### config.mk
export PLATFORM = sky130hd
export DESIGN_NAME = stage_pattern_seq_flat
export DESIGN_NICKNAME = d
export VERILOG_FILES = /design/src/rtl/stage_pattern_seq_if.sv /design/src/rtl/stage_pattern_seq.sv /design/src/flat_wrapper.sv
export SDC_FILE = /design/constraint.sdc
export NUM_CORES = 1
export LEC_CHECK = 0
export BUFFER_PORTS_ARGS = -buffer_cell sky130_fd_sc_hd__clkbuf_2
export CORE_ASPECT_RATIO = 0.7
export CORE_UTILIZATION = 45
export CTS_CLUSTER_SIZE = 14
export DETAILED_ROUTE_END_ITERATION = 8
export GPL_TIMING_DRIVEN = 0
export PLACE_DENSITY = 0.75
export SYNTH_ARGS = -nofsm -noshare
export SYNTH_HDL_FRONTEND = slang
export SYNTH_SLANG_ARGS = --single-unit
### constraint.sdc
create_clock -name clk -period 1.4 [get_ports clk]
set_input_delay 0 -clock clk [delete_from_list [all_inputs] [get_ports clk]]
set_output_delay 0 -clock clk [all_outputs]
set_load 0.01 [all_outputs]
### src/rtl/stage_pattern_seq_if.sv
// Bus bundle for the staged pattern sequencer: control, pattern-store write
// port, and the registered sequencer outputs.
// master drives control/writes and observes outputs; slave is the sequencer.
interface stage_pattern_seq_if #(
    parameter int NCH   = 3,
    parameter int DW    = 2,
    parameter int DEPTH = 4
);
    localparam int AW = $clog2(DEPTH);
    localparam int CW = (NCH > 1) ? $clog2(NCH) : 1;

    logic              run;
    logic              oneshot;
    logic [NCH-1:0]    stage_on;
    logic              wr_en;
    logic [CW-1:0]     wr_ch;
    logic [AW-1:0]     wr_addr;
    logic [DW-1:0]     wr_data;
    logic [NCH*DW-1:0] data;
    logic [AW-1:0]     step;
    logic              wrap;
    logic              busy;

    modport master (
        output run, oneshot, stage_on, wr_en, wr_ch, wr_addr, wr_data,
        input  data, step, wrap, busy
    );

    modport slave (
        input  run, oneshot, stage_on, wr_en, wr_ch, wr_addr, wr_data,
        output data, step, wrap, busy
    );
endinterface

### src/rtl/stage_pattern_seq.sv
// Purpose: multi-channel step pattern sequencer with a register pattern store,
//          loop / one-shot modes and per-channel output gating.
// Latency: data is registered one cycle after the step it reflects; step/wrap/busy
//          are registered with the FSM. Backpressure: none, run is a level
//          request that pauses the sequence when low.
// Ports: clk, rst (sync active-high), bus (stage_pattern_seq_if.slave).
module stage_pattern_seq #(
    parameter int NCH   = 3,
    parameter int DW    = 2,
    parameter int DEPTH = 4
) (
    input  logic                 clk,
    input  logic                 rst,
    stage_pattern_seq_if.slave   bus
);
    localparam int AW = $clog2(DEPTH);
    localparam int CW = (NCH > 1) ? $clog2(NCH) : 1;
    localparam logic [AW-1:0] LAST_STEP = AW'(DEPTH - 1);

    typedef enum logic [1:0] {
        ST_IDLE = 2'd0,
        ST_RUN  = 2'd1,
        ST_DONE = 2'd2
    } state_t;

    typedef logic [NCH-1:0][DEPTH-1:0][DW-1:0] store_t;

    state_t            state_q, state_d;
    logic [AW-1:0]     step_q, step_d;
    logic              wrap_q, wrap_d;
    logic              busy_q, busy_d;
    logic [NCH*DW-1:0] data_q, data_d;
    store_t            store_q, store_d;

    always_comb begin
        state_d = state_q;
        step_d  = step_q;
        wrap_d  = 1'b0;

        case (state_q)
            ST_IDLE: begin
                if (bus.run) begin
                    state_d = ST_RUN;
                end
            end
            ST_RUN: begin
                if (!bus.run) begin
                    // Pause: position is kept so a later run resumes in place.
                    state_d = ST_IDLE;
                end else if (step_q == LAST_STEP) begin
                    wrap_d = 1'b1;
                    if (bus.oneshot) begin
                        state_d = ST_DONE;
                    end else begin
                        step_d = '0;
                    end
                end else begin
                    step_d = step_q + AW'(1);
                end
            end
            ST_DONE: begin
                if (!bus.run) begin
                    state_d = ST_IDLE;
                    step_d  = '0;
                end
            end
            default: begin
                state_d = ST_IDLE;
            end
        endcase

        busy_d = (state_d == ST_RUN);
    end

    // Output lanes read the store before this cycle's write lands, so a
    // same-entry collision shows the old value.
    always_comb begin
        data_d = '0;
        for (int k = 0; k < NCH; k++) begin
            if (bus.stage_on[k]) begin
                data_d[k*DW +: DW] = store_q[k][step_q];
            end
        end
    end

    // Channel select by explicit match so out-of-range wr_ch hits no channel.
    always_comb begin
        store_d = store_q;
        if (bus.wr_en) begin
            for (int k = 0; k < NCH; k++) begin
                if (bus.wr_ch == CW'(k)) begin
                    store_d[k][bus.wr_addr] = bus.wr_data;
                end
            end
        end
    end

    always_ff @(posedge clk) begin
        if (rst) begin
            state_q <= ST_IDLE;
            step_q  <= '0;
            wrap_q  <= 1'b0;
            busy_q  <= 1'b0;
            data_q  <= '0;
            store_q <= '0;
        end else begin
            state_q <= state_d;
            step_q  <= step_d;
            wrap_q  <= wrap_d;
            busy_q  <= busy_d;
            data_q  <= data_d;
            store_q <= store_d;
        end
    end

    assign bus.data = data_q;
    assign bus.step = step_q;
    assign bus.wrap = wrap_q;
    assign bus.busy = busy_q;
endmodule

### src/flat_wrapper.sv
// flat-port wrapper written by rule: the top's interface ports become plain ports
module stage_pattern_seq_flat 
#(
    parameter int NCH   = 3,
    parameter int DW    = 2,
    parameter int DEPTH = 4
)
  (clk, rst, bus_run, bus_oneshot, bus_stage_on, bus_wr_en, bus_wr_ch, bus_wr_addr, bus_wr_data, bus_data, bus_step, bus_wrap, bus_busy);
  stage_pattern_seq_if #(.NCH(NCH), .DW(DW), .DEPTH(DEPTH)) bus_i ();
  input  logic clk;
  input  logic rst;
  input wire logic [$bits(bus_i.run)-1:0] bus_run;
  input wire logic [$bits(bus_i.oneshot)-1:0] bus_oneshot;
  input wire logic [$bits(bus_i.stage_on)-1:0] bus_stage_on;
  input wire logic [$bits(bus_i.wr_en)-1:0] bus_wr_en;
  input wire logic [$bits(bus_i.wr_ch)-1:0] bus_wr_ch;
  input wire logic [$bits(bus_i.wr_addr)-1:0] bus_wr_addr;
  input wire logic [$bits(bus_i.wr_data)-1:0] bus_wr_data;
  output wire logic [$bits(bus_i.data)-1:0] bus_data;
  output wire logic [$bits(bus_i.step)-1:0] bus_step;
  output wire logic [$bits(bus_i.wrap)-1:0] bus_wrap;
  output wire logic [$bits(bus_i.busy)-1:0] bus_busy;
  assign bus_i.run = bus_run;
  assign bus_i.oneshot = bus_oneshot;
  assign bus_i.stage_on = bus_stage_on;
  assign bus_i.wr_en = bus_wr_en;
  assign bus_i.wr_ch = bus_wr_ch;
  assign bus_i.wr_addr = bus_wr_addr;
  assign bus_i.wr_data = bus_wr_data;
  assign bus_data = bus_i.data;
  assign bus_step = bus_i.step;
  assign bus_wrap = bus_i.wrap;
  assign bus_busy = bus_i.busy;
  stage_pattern_seq #(.NCH(NCH), .DW(DW), .DEPTH(DEPTH)) u_core (.clk(clk), .rst(rst), .bus(bus_i));
endmodule
* After elaboration in Yosys (flattened, before gate mapping)
Index checks and enable logic that the tools add are counted.
** Operators by class
- Add/sub/neg operators :: 1
- $lt $le $gt $ge :: 3
- Equal/unequal tests :: 9
- Mux-type cells :: 23
- Bitwise operators :: 5
- Reductions and logical operators :: 12
** Operator list (count)
- $mux W2 :: 13
- $bwmux W8 :: 3
- $bmux W2 S2 :: 3
- $eq A2 B1 Y1 const B :: 3
- $eq A2 B2 Y1 const B :: 3
- $lt A2 B3 Y1 const B :: 2
- $pmux W2 S3 :: 1
- $reduce_and A2 Y1 :: 3
- $reduce_or A2 Y1 :: 3
- $not A1 Y1 :: 5
- $demux W2 S2 :: 1
- $logic_not A2 Y1 :: 2
- $ne A2 B2 Y1 const B :: 2
- $pmux W2 S2 :: 1
- $reduce_and A4 Y1 :: 1
- $ne A3 B3 Y1 const B :: 1
- $reduce_or A3 Y1 :: 1
- $add A2 B1 Y2 const B :: 1
- $ge A2 B1 Y1 const B :: 1
- $reduce_bool A2 Y1 :: 1
- $logic_and A1 B1 Y1 :: 1
- $mux W1 :: 1
** Word-level totals
- Flip-flop bits (word level) :: 36
- Input bits :: 14
- Output and inout port bits :: 10

* Logic depth before layout (Yosys ltp)
Gate-level depths: netlist (run 1).
- Word-level depth :: 5
- Depth in mapped cells :: 4
- Mapped depth without buffers :: 4

* Worst setup path before layout (run 1)
OpenSTA, ideal clock, no wires.
- Path kind :: register -> register
- Start :: register u_core.step_q[0], in the netlist u_core.bus.step[0]
- End :: register u_core.data_q[2], in the netlist u_core.bus.data[2]
- Library setup time :: 0.116 ns
- Arrival :: 1.201 ns
- Data required time :: 1.284 ns
- Setup slack :: 0.084 ns
- Stages on the path, launching flop included :: 4
- Period minus slack after synthesis :: 1.316 ns
- Cell sequence :: dfxtp_1 buf_6 mux4_2 and3b_1
** On the way
- Cells in the longest elaborated chain, start to end :: 2
** RTL lines
- start: declaration :: line stage_pattern_seq.sv:29 : logic [AW-1:0] step_q, step_d;
- start signal: assignment :: line stage_pattern_seq.sv:108 : step_q <= step_d;
- $bmux W2 S2 :: line stage_pattern_seq.sv:81 : data_d[k*DW +: DW] = store_q[k][step_q];
- $mux W2 (implied by the code) :: line stage_pattern_seq.sv:81
- end signal: assignment :: line stage_pattern_seq.sv:111 : data_q <= data_d;
- end: declaration :: line stage_pattern_seq.sv:32 : logic [NCH*DW-1:0] data_q, data_d;
Every way passes these cells. The select of a mux whose other input is x is not followed.
A chain may end at the register's enable or synchronous reset.

* Worst setup path in the final report (run 1)
- Start :: register u_core.step_q[0], in the netlist u_core.bus.step[0]
- End :: register u_core.data_q[4], in the netlist u_core.bus.data[4]
Same word-level chain as after synthesis.

==> qor_table.md, run 1 <==
| Parameter | This run |
|:---|:---|
| Slowest stage delay, CP | 500 ps |
| Cell Pwr Density | 1033 nW/µm² |
| Share of synthesized area occupied by flip-flops and latches | 0.4511 |
| Final Skew | 5.945 ps |
| Core Footprint | 3276 µm² |
| Number of vias after detailed routing | 1131 |
| Synthesized flop and latch total | 36 |
| GR Util All Layers | 0.1980 |
| Number of distinct standard cells referenced by the synthesized netlist | 21 |
| CP endpoint kind | flip-flop |
| Number of synthesized flops with an enable pin | 0 |
| Standard-cell row count | 17 |
| Maximum number of pins on one net before global-route repair | 12 |
| Buffers on Ports | 22 |
| Die Height | 51.86 µm |
| Crit share post-route | 0.9595 |
| Critical Setup Path Class | flip-flop to flip-flop |
| Post-DP HPWL | 2304 µm |
| Setup-failing EPs final | 0 |
| Most common library cells after synthesis | sky130_fd_sc_hd__dfxtp_1 (36), sky130_fd_sc_hd__nand2b_1 (26), sky130_fd_sc_hd__mux2i_1 (24), sky130_fd_sc_hd__nand2_1 (11), sky130_fd_sc_hd__and3b_1 (8) |
| Final setup TNS | 0 ps |
| Share of async-settable or async-resettable flops after synthesis | 0 |
| Largest cells by area after synthesis | sky130_fd_sc_hd__dfxtp_1 (45%), sky130_fd_sc_hd__mux2i_1 (15%), sky130_fd_sc_hd__nand2b_1 (10%), sky130_fd_sc_hd__mux4_2 (8.5%), sky130_fd_sc_hd__and3b_1 (4.4%) |
| Most instantiated flip-flop cell in the synthesis netlist | sky130_fd_sc_hd__dfxtp_1 |
| Internal Pwr Total | 1.508 mW |
| Maximum clock insertion buffer count | 2 |
| Total buffers and inverters traversed by the critical path | 1 |
| Cell with the most instances after synthesis | sky130_fd_sc_hd__dfxtp_1 |
| Transition time of the tightest slew-check pin | 408.8 ps |
| CTS buffer count | 5 |
| Clock power frac | 0.394 |
| Final WL | 3182 µm |
| Netlist Area Pre-Place | 1598 µm² |
| Number of clock sinks seen by CTS | 36 |
| Endpoint arrival time on the critical path | 1530 ps |
| Worst-path cell with the longest stage delay | sky130_fd_sc_hd__mux4_2 |
| Final-layout worst hold slack | 24.63 ps |
| Relative slew slack | 0.7269 |
| DRC violation count after routing | 0 |
| Unrepaired setup endpoints after global routing | no |
| Post-route cell area | 1909 µm² |
| Kind of start point of the critical path | flip-flop |
| Cells along the critical path | buf_6 -> mux4_2 -> and3b_1 |
| Clock transition at the register clock pins on the worst setup and hold paths after CTS | 70 ps |
| Total nets after synthesis | 157 |
| Area leader, netlist | sky130_fd_sc_hd__dfxtp_1 |
| Width of the chip | 73.22 µm |
| Vias in the first global route | 1167 |
| GRT overflow | 0 |
| Worst min-delay path category | input pin to flip-flop |
| DRT iter0 DRCs | 20 |
| Effective utilization at floorplan | 0.4878 |
| Top Family by Delay on Critical Path | multiplexers |
| Final core area utilization | 0.5829 |
| Crit path required time | 1590 ps |
| TritonCTS clock tree | done |
| Switching share of power | 0.2351 |
| Nets@finish | 191 |
| Antenna violations before repair | 0 |
| Number of instances resized during post-cts repair | 0 |
| Number of H-tree branching levels | 2 |
| Leakage component of the power | 0.8941 nW |
| Fin. Hold Viols | 0 |
| Average detailed-routed wire length per instance | 14.21 µm |
| Cell count after synthesis | 142 |
| Fraction of post-synthesis cell area in the top cell type by area | 0.4511 |
| Syn. warnings | 0 |
| First-pass GRT wire length | 5354 µm |
| Average instance area after synthesis | 11.25 µm² |
| N_diodes | 0 |
| Cell area after placement | 1767 µm² |
| Number of antenna-violating nets in the routed design | 0 |
| Clock insertion delay at the later pin of the skew report | 290 ps |
| Switching power | 0.4636 mW |
| Last weighted congestion value of the routability-driven placer | 0.7960 |
| DIE AREA | 3797 µm² |
| Fin crit period | 1343 ps |
| Overall power of the completed layout | 1.972 mW |
| Status | complete, no violations |
| Area added between synthesis and finish | 19.50% |
| Fill cell count | 295 |
| First-pass DRT Iterations | 4 |
| Max Cap Violations | 0 |
| Clk Tree Root Cell | sky130_fd_sc_hd__clkbuf_8 |
| Number of buffers inserted to repair setup after CTS | 0 |
| I/O pin cnt | 24 |
| Logic gate share of total power | 0.075 |
| Fraction of layout instances using a drive strength above 1 | 0.2542 |
| Relative contribution of sequential cells to total power | 0.531 |
| Max Fclk | 744.4 MHz |
| Highest net fanout along the worst path | 8 |
| Maximum vdd ir drop | 0.6612 mV |
| Vias per cell | 5.049 |
| Fin. max-slew vios | 0 |
worst min-delay path: cells and delay by family:
kind / cells / cell delay, ps
buf+inv: 1 / 80
simple gates: 1 / 100
mux: 1 / 90
sequential cells by signal, indices dropped and copies added (netlist names):
register         cells
u_core.bus.busy      1
u_core.bus.data      6
u_core.bus.step      2
u_core.bus.wrap      1
u_core.state_q       2
u_core.store_q      24
final timing paths:
kind | startpoint | endpoint | slack [ps] | cells past startpoint
hold / removal | bus_wr_data[0] | u_core.store_q[6] | 20 | 3
setup / recovery | u_core.bus.step[0] | u_core.bus.data[4] | 60 | 3
hold reg to reg | u_core.store_q[1] | u_core.store_q[1] | 470 | 2
setup reg to reg | u_core.bus.step[0] | u_core.bus.data[4] | 60 | 3
logic make-up (layout without fill, tap and decap cells):
family / count (synthesis) / after routing / synth area share
AO/OA/AOI/OAI: 1 / 1 / 0.007047
multiplexers: 32 / 32 / 0.2490
flip-flops: 36 / 36 / 0.4511
AND/OR/NAND/NOR: 64 / 64 / 0.2522
buffers and inverters: 8 / 43 / 0.03289
adder cells (fa/ha/maj): 1 / 1 / 0.007830
cell type report:
cell class                 instances  area, µm²  area share
clock buffer                       6      82.58     0.04325
sequential                        36      720.7      0.3775
buffer                             8      52.55     0.02752
multi-input combinational         98      824.5      0.4318
clock inverter                     2      10.01    0.005242
timing repair buffer              27      160.2     0.08388
tap                               47      58.81     0.03080
power groups by stage:
stage / clock network, mW / registers (mW) / logic (mW)
after detailed placement: 0 / 1.07 / 0.137
final: 0.777 / 1.05 / 0.148
after CTS: 0.788 / 1.05 / 0.149
after global placement: 0 / 1.07 / 0.134
after floorplan: 0 / 1.07 / 0.0877
after global routing: 0.837 / 1.05 / 0.162
placed cells by master (no fill, tap or decap):
master / instances
sky130_fd_sc_hd__dfxtp_1: 36
sky130_fd_sc_hd__nand2b_1: 26
sky130_fd_sc_hd__mux2i_1: 24
sky130_fd_sc_hd__clkbuf_2: 22
sky130_fd_sc_hd__nand2_1: 11
sky130_fd_sc_hd__and3b_1: 8
sky130_fd_sc_hd__mux4_2: 6
sky130_fd_sc_hd__clkbuf_8: 6
sky130_fd_sc_hd__dlygate4sd3_1: 5
sky130_fd_sc_hd__nor3b_1: 4
sky130_fd_sc_hd__nor2_1: 3
sky130_fd_sc_hd__and2_1: 3
sky130_fd_sc_hd__buf_2: 3
sky130_fd_sc_hd__nor2b_1: 3
sky130_fd_sc_hd__nor4bb_1: 3
sky130_fd_sc_hd__clkbuf_1: 2
sky130_fd_sc_hd__buf_6: 2
sky130_fd_sc_hd__mux2_2: 2
sky130_fd_sc_hd__clkinv_2: 2
sky130_fd_sc_hd__buf_4: 1
sky130_fd_sc_hd__and3_1: 1
sky130_fd_sc_hd__nand4b_1: 1
sky130_fd_sc_hd__nand3_1: 1
sky130_fd_sc_hd__a32o_2: 1
sky130_fd_sc_hd__ha_1: 1
layer usage:
layer | wire length [µm] | share of wire | global-route usage
met5 | 0 | 0 | 0
met4 | 43 | 0.014 | 0.08824
met3 | 83 | 0.026 | 0.05233
met2 | 1499 | 0.47 | 0.3472
met1 | 1555 | 0.49 | 0.2278
timing repair:
item / 4_1_cts / 5_1_grt
hold endpoints to repair: 9 / 0
setup endpoints to repair: 0 / 0
hold buffers: 5 / 0
metrics by stage:
step           setup WS (ps)  std cells
5_1_grt               0.2252        224
3_3_place_gp           79.84        211
3_5_place_dp           55.46        211
4_1_cts                40.44        224
6_report               56.71        224
2_1_floorplan          83.65        142
Power figures use the tool's default switching activity.
==> inputs of run 2 (changes only) <==
--- a/config.mk
+++ b/config.mk
@@ -6,12 +6,13 @@
 export NUM_CORES = 1
 export LEC_CHECK = 0
 export BUFFER_PORTS_ARGS = -buffer_cell sky130_fd_sc_hd__clkbuf_2
-export CORE_ASPECT_RATIO = 0.7
+export CORE_ASPECT_RATIO = 0.9
 export CORE_UTILIZATION = 45
 export CTS_CLUSTER_SIZE = 14
 export DETAILED_ROUTE_END_ITERATION = 8
 export GPL_TIMING_DRIVEN = 0
 export PLACE_DENSITY = 0.75
+export SLEW_MARGIN = 20
 export SYNTH_ARGS = -nofsm -noshare
 export SYNTH_HDL_FRONTEND = slang
 export SYNTH_SLANG_ARGS = --single-unit
==> constraint.sdc (replaced) <==
create_clock -name clk -period 1.6 [get_ports clk]
set_input_delay 0 -clock clk [delete_from_list [all_inputs] [get_ports clk]]
set_output_delay 0 -clock clk [all_outputs]
set_load 0.01 [all_outputs]
==> run 2 against run 1 <==
  * Highest routed layer unchanged
  * Critical path type unchanged
  * Routed wire length down 2.7%
  * Non-clock buffer count decreased by 2
  * Clock-buffer cell count is 2 higher
  * Critical endpoint unchanged
  * The run now ends with hold timing left
==> qor_table.md, run 2 (synthesis gave the netlist of run 1 again) <==
| Parameter | This run |
|:---|:---|
| Met3 routing resource usage after global routing | 0.05233 |
| Cells along the critical path | buf_6 -> mux4_2 -> and3b_1 |
| Most common cell after layout, fill and taps aside | sky130_fd_sc_hd__dfxtp_1 |
| CP endpoint kind | flip-flop |
| Maximum number of pins on one net before global-route repair | 11 |
| Post-route cell area | 1883 µm² |
| Leakage component of the power | 0.8802 nW |
| Final setup TNS | 0 ps |
| Setup-failing EPs final | 0 |
| Max reg flops | 24 |
| Max Cap Violations | 0 |
| Final non-filler cell total | 219 |
| First-pass GRT wire length | 5195 µm |
| Worst-path cell with the longest stage delay | sky130_fd_sc_hd__mux4_2 |
| Fraction of layout instances using a drive strength above 1 | 0.2457 |
| Met1 Use GR | 0.2436 |
| Highest net fanout along the worst path | 8 |
| Status | complete, but fails checks |
| Die Height | 58.53 µm |
| Number of H-tree branching levels | 2 |
| Buffers on Ports | 22 |
| Number of antenna-violating nets in the routed design | 0 |
| Endpoint arrival time on the critical path | 1540 ps |
| Top Family by Delay on Critical Path | multiplexers |
| Average detailed-routed wire length per instance | 14.13 µm |
| Final WL | 3095 µm |
| Area added between synthesis and finish | 17.85% |
| Worst min-delay path category | input pin to flip-flop |
| Relative slew slack | 0.7359 |
| Fin. max-slew vios | 0 |
| Antenna violations before repair | 0 |
| Register containing the most flip-flops in the final layout | u_core.store_q |
| DIE AREA | 3793 µm² |
| I/O pin cnt | 24 |
| Cell area after placement | 1763 µm² |
| Nets@finish | 189 |
| CTS buffer count | 5 |
| Crit path required time | 1780 ps |
| TritonCTS clock tree | done |
| Width of the chip | 64.81 µm |
| Crit share post-route | 0.8508 |
| DRT iter0 DRCs | 66 |
| Number of placed instances with taps included | 208 |
| Most Used Layer, Global Route | met2 |
| GR Util All Layers | 0.1898 |
| GRT overflow | 0 |
| Last weighted congestion value of the routability-driven placer | 0.8314 |
| Maximum clock insertion buffer count | 2 |
| Slowest stage delay, CP | 510 ps |
| Final Skew | 7.288 ps |
| Met2 routing resource usage after global routing | 0.2991 |
| Crit path depth | 3 |
| Number of clock sinks seen by CTS | 36 |
| Total buffers and inverters traversed by the critical path | 1 |
| Vias per cell | 5.009 |
| Final-layout worst hold slack | -0.9115 ps |
| Vias in the first global route | 1096 |
| DRC violation count after routing | 0 |
| Max Fclk | 734.6 MHz |
| Number of buffers inserted to repair setup after CTS | 0 |
| Hold depth | 2 |
| Cell Pwr Density | 902.5 nW/µm² |
| N_diodes | 0 |
| Number of vias after detailed routing | 1097 |
| Unrepaired setup endpoints after global routing | no |
| Fin crit period | 1361 ps |
| Clock insertion delay at the later pin of the skew report | 290 ps |
| Transition time of the tightest slew-check pin | 395.3 ps |
| First-pass DRT Iterations | 4 |
| Post-DP HPWL | 2275 µm |
| Clock transition at the register clock pins on the worst setup and hold paths after CTS | 70 ps |
| Highest-count cells in the layout ignoring fill and taps | sky130_fd_sc_hd__dfxtp_1 (36), sky130_fd_sc_hd__nand2b_1 (26), sky130_fd_sc_hd__mux2i_1 (24) |
| Violated checks | hold timing |
| Length in cells of the worst reg-to-reg path | 3 |
| Core Footprint | 3378 µm² |
| Kind of start point of the critical path | flip-flop |
| Critical Setup Path Class | flip-flop to flip-flop |
| Fin. Hold Viols | 2 |
| Clk Tree Root Cell | sky130_fd_sc_hd__clkbuf_8 |
| Standard-cell row count | 20 |
| Maximum vdd ir drop | 0.4211 mV |
| Effective utilization at floorplan | 0.4730 |
| Overall power of the completed layout | 1.700 mW |
## run 2: timing repair
item                                   in CTS  in global routing
endpoints found under the hold margin       6                  0
resized for setup                           0                  0
hold buffers                                3                  0
## run 2: worst reg2reg max path, stage by stage, from the launching register on
cell	delay, ps
sky130_fd_sc_hd__dfxtp_1	380
sky130_fd_sc_hd__buf_6	170
sky130_fd_sc_hd__mux4_2	520
sky130_fd_sc_hd__and3b_1	200
## run 2: stage by stage
stage	util	worst slack (ps)	hold slack, ps
floorplan	-	283.6	155.7
global placement	0.5219	285.6	250.4
detailed placement	0.5219	234.2	254.2
CTS	0.5574	228.1	0.8101
global route	0.5574	183.3	15.82
finish	0.5574	238.8	-0.9115
## run 2: path summary, 6_finish.rpt
check	endpoint	slack (ps)	startpoint
max reg2reg	u_core.bus.data[4]	240	u_core.bus.step[0]
max	u_core.bus.data[4]	240	u_core.bus.step[0]
min	u_core.state_q[0]	-0.9	bus_run
min reg2reg	u_core.store_q[1]	470	u_core.store_q[1]
## run 2: layer usage
| metal | vias to the layer above | wire (µm) |
|---|---|---|
| li1 | 556 | - |
| met1 | 508 | 1447 |
| met2 | 27 | 1451 |
| met3 | 6 | 148 |
| met4 | 0 | 48 |
| met5 | - | 0 |
## run 2: final cells by class
class                      instances  area [µm²]
clock buffer                       8       90.09
buffer                             8       52.55
multi-input combinational         98       824.5
tap                               44       55.05
fill                             319        1495
timing repair buffer              25       140.1
sequential                        36       720.7
## run 2: report_power, final
group,internal [mW],switching (mW)
clock,0.351,0.307
combinational,0.0644,0.0605
sequential,0.909,0.00775
==> inputs of run 3 (changes only) <==
--- a/config.mk
+++ b/config.mk
@@ -10,9 +10,9 @@
 export CORE_UTILIZATION = 45
 export CTS_CLUSTER_SIZE = 14
 export DETAILED_ROUTE_END_ITERATION = 8
+export GPL_ROUTABILITY_DRIVEN = 0
 export GPL_TIMING_DRIVEN = 0
-export PLACE_DENSITY = 0.75
-export SLEW_MARGIN = 20
+export PLACE_DENSITY = 0.63
 export SYNTH_ARGS = -nofsm -noshare
 export SYNTH_HDL_FRONTEND = slang
 export SYNTH_SLANG_ARGS = --single-unit
==> run 3 against run 2 <==
  * Sequential power about the same
  * Clock-buffer cell count decreased by 2
  * The flow now finishes without violations
  * Worst setup slack improved by 17 ps
  * Cell area increased by 0.66%
  * Highest routed layer unchanged
  * Clock skew about the same
  * Combinational power about the same
==> qor_table.md, run 3 (synthesis gave the netlist of run 1 again) <==
| Parameter | This run |
|:---|:---|
| Switching share of power | 0.2297 |
| DRT iter0 DRCs | 46 |
| Fraction of layout instances using a drive strength above 1 | 0.2557 |
| CTS buffer count | 5 |
| Final-layout worst hold slack | 13.04 ps |
| Max Fclk | 744.0 MHz |
| Relative contribution of sequential cells to total power | 0.536 |
| Leakage component of the power | 0.8899 nW |
| Clock transition at the register clock pins on the worst setup and hold paths after CTS | 70 ps |
| CP endpoint kind | flip-flop |
| Buffers on Ports | 22 |
| Standard-cell row count | 20 |
| Setup-failing EPs final | 0 |
| Final WL | 3125 µm |
| DIE AREA | 3793 µm² |
| Max Cap Violations | 0 |
| Final non-filler cell total | 220 |
| Number of H-tree branching levels | 2 |
| Max reg flops | 24 |
| Number of antenna-violating nets in the routed design | 0 |
| TritonCTS clock tree | done |
| Hold depth | 3 |
| DRC violation count after routing | 0 |
| Crit path required time | 1790 ps |
| Number of placed instances with taps included | 208 |
| Vias in the first global route | 1127 |
| First-pass DRT Iterations | 4 |
| Critical Setup Path Class | flip-flop to flip-flop |
| Post-DP HPWL | 2245 µm |
| Clock insertion delay at the later pin of the skew report | 290 ps |
| Antenna violations before repair | 0 |
| Cell Pwr Density | 902.5 nW/µm² |
| Fin. Hold Viols | 0 |
| Status | complete, no violations |
| GRT overflow | 0 |
| Length in cells of the worst reg-to-reg path | 3 |
| Maximum vdd ir drop | 0.4844 mV |
| Internal Pwr Total | 1.318 mW |
| Final core area utilization | 0.5611 |
| Endpoint arrival time on the critical path | 1530 ps |
| Area added between synthesis and finish | 18.64% |
| Transition time of the tightest slew-check pin | 439.0 ps |
| Vias per cell | 5.155 |
| Register containing the most flip-flops in the final layout | u_core.store_q |
| Most common cell after layout, fill and taps aside | sky130_fd_sc_hd__dfxtp_1 |
| Nets@finish | 190 |
| I/O pin cnt | 24 |
| Highest net fanout along the worst path | 8 |
| Crit share post-route | 0.8401 |
| Relative slew slack | 0.7067 |
| Fin crit period | 1344 ps |
| Fin. max-slew vios | 0 |
| Logic gate share of total power | 0.074 |
| Maximum clock insertion buffer count | 2 |
| Cell area after placement | 1763 µm² |
| Average detailed-routed wire length per instance | 14.20 µm |
| N_diodes | 0 |
| Number of vias after detailed routing | 1134 |
| Effective utilization at floorplan | 0.4730 |
| Clock power frac | 0.390 |
| Core Footprint | 3378 µm² |
| Number of clock sinks seen by CTS | 36 |
| First-pass GRT wire length | 5237 µm |
| Post-route cell area | 1896 µm² |
| Width of the chip | 64.81 µm |
| Kind of start point of the critical path | flip-flop |
| Worst min-delay path category | input pin to flip-flop |
| Final setup TNS | 0 ps |
| Switching power | 0.3929 mW |
| Die Height | 58.53 µm |
| GR Util All Layers | 0.1894 |
| Highest-count cells in the layout ignoring fill and taps | sky130_fd_sc_hd__dfxtp_1 (36), sky130_fd_sc_hd__nand2b_1 (26), sky130_fd_sc_hd__mux2i_1 (24) |
| Final Skew | 7.251 ps |
| Unrepaired setup endpoints after global routing | no |
| Clk Tree Root Cell | sky130_fd_sc_hd__clkbuf_8 |
| Maximum number of pins on one net before global-route repair | 12 |
## run 3: cell types whose count changed in the layout (fill, tap and decap cells not counted)
cell / before / now
sky130_fd_sc_hd__dlygate4sd3_1: 3 / 4
sky130_fd_sc_hd__clkbuf_1: 4 / 2
sky130_fd_sc_hd__clkinv_2: 0 / 2
## run 3: final cells by class
type / count / area, µm²
fill: 302 / 1483
buffer: 8 / 52.55
sequential: 36 / 720.7
clock buffer: 6 / 82.58
clock inverter: 2 / 10.01
multi-input combinational: 98 / 824.5
timing repair buffer: 26 / 150.1
tap: 44 / 55.05
## run 3: critical path, cell delays in order (launching register included)
cell and delay, ps:
sky130_fd_sc_hd__dfxtp_1 380, sky130_fd_sc_hd__buf_6 170, sky130_fd_sc_hd__mux4_2 490, sky130_fd_sc_hd__and3b_1 190
## run 3: repair_timing
item | 4_1_cts | 5_1_grt
setup buffers | 0 | 0
endpoints found under the setup margin | 0 | 0
endpoints found under the hold margin | 8 | 0
hold buffers | 4 | 0
gates resized for setup | 0 | 0
## run 3: power by group through the flow
stage / registers [mW] / logic (mW) / clock network (mW)
floorplan: 0.937 / 0.0767 / 0
finish: 0.917 / 0.127 / 0.667
CTS: 0.916 / 0.128 / 0.682
detailed placement: 0.937 / 0.120 / 0
global placement: 0.936 / 0.118 / 0
global route: 0.918 / 0.141 / 0.715
## run 3: per-stage QoR
stage	total power, mW	setup slack (ps)
floorplan	1.013	283.6
global placement	1.054	272.4
detailed placement	1.056	263.7
CTS	1.727	252.2
global route	1.773	195.8
finish	1.711	255.9
## run 3: path summary, 6_finish.rpt
| check | to | start | slack, ps |
|---|---|---|---|
| worst max-delay path | u_core.bus.data[4] | u_core.bus.step[0] | 260 |
| worst min-delay path | u_core.store_q[0] | bus_wr_data[0] | 10 |
| worst max register to register | u_core.bus.data[4] | u_core.bus.step[0] | 260 |
| worst min register to register | u_core.store_q[2] | u_core.store_q[2] | 480 |
## run 3: routing by layer
layer / vias to the layer above / global-route usage / part of all wire
li1: 562 / - / -
met1: 545 / 0.2301 / 0.46
met2: 19 / 0.3095 / 0.48
met3: 8 / 0.04651 / 0.031
met4: 0 / 0.1048 / 0.024
met5: - / 0 / 0
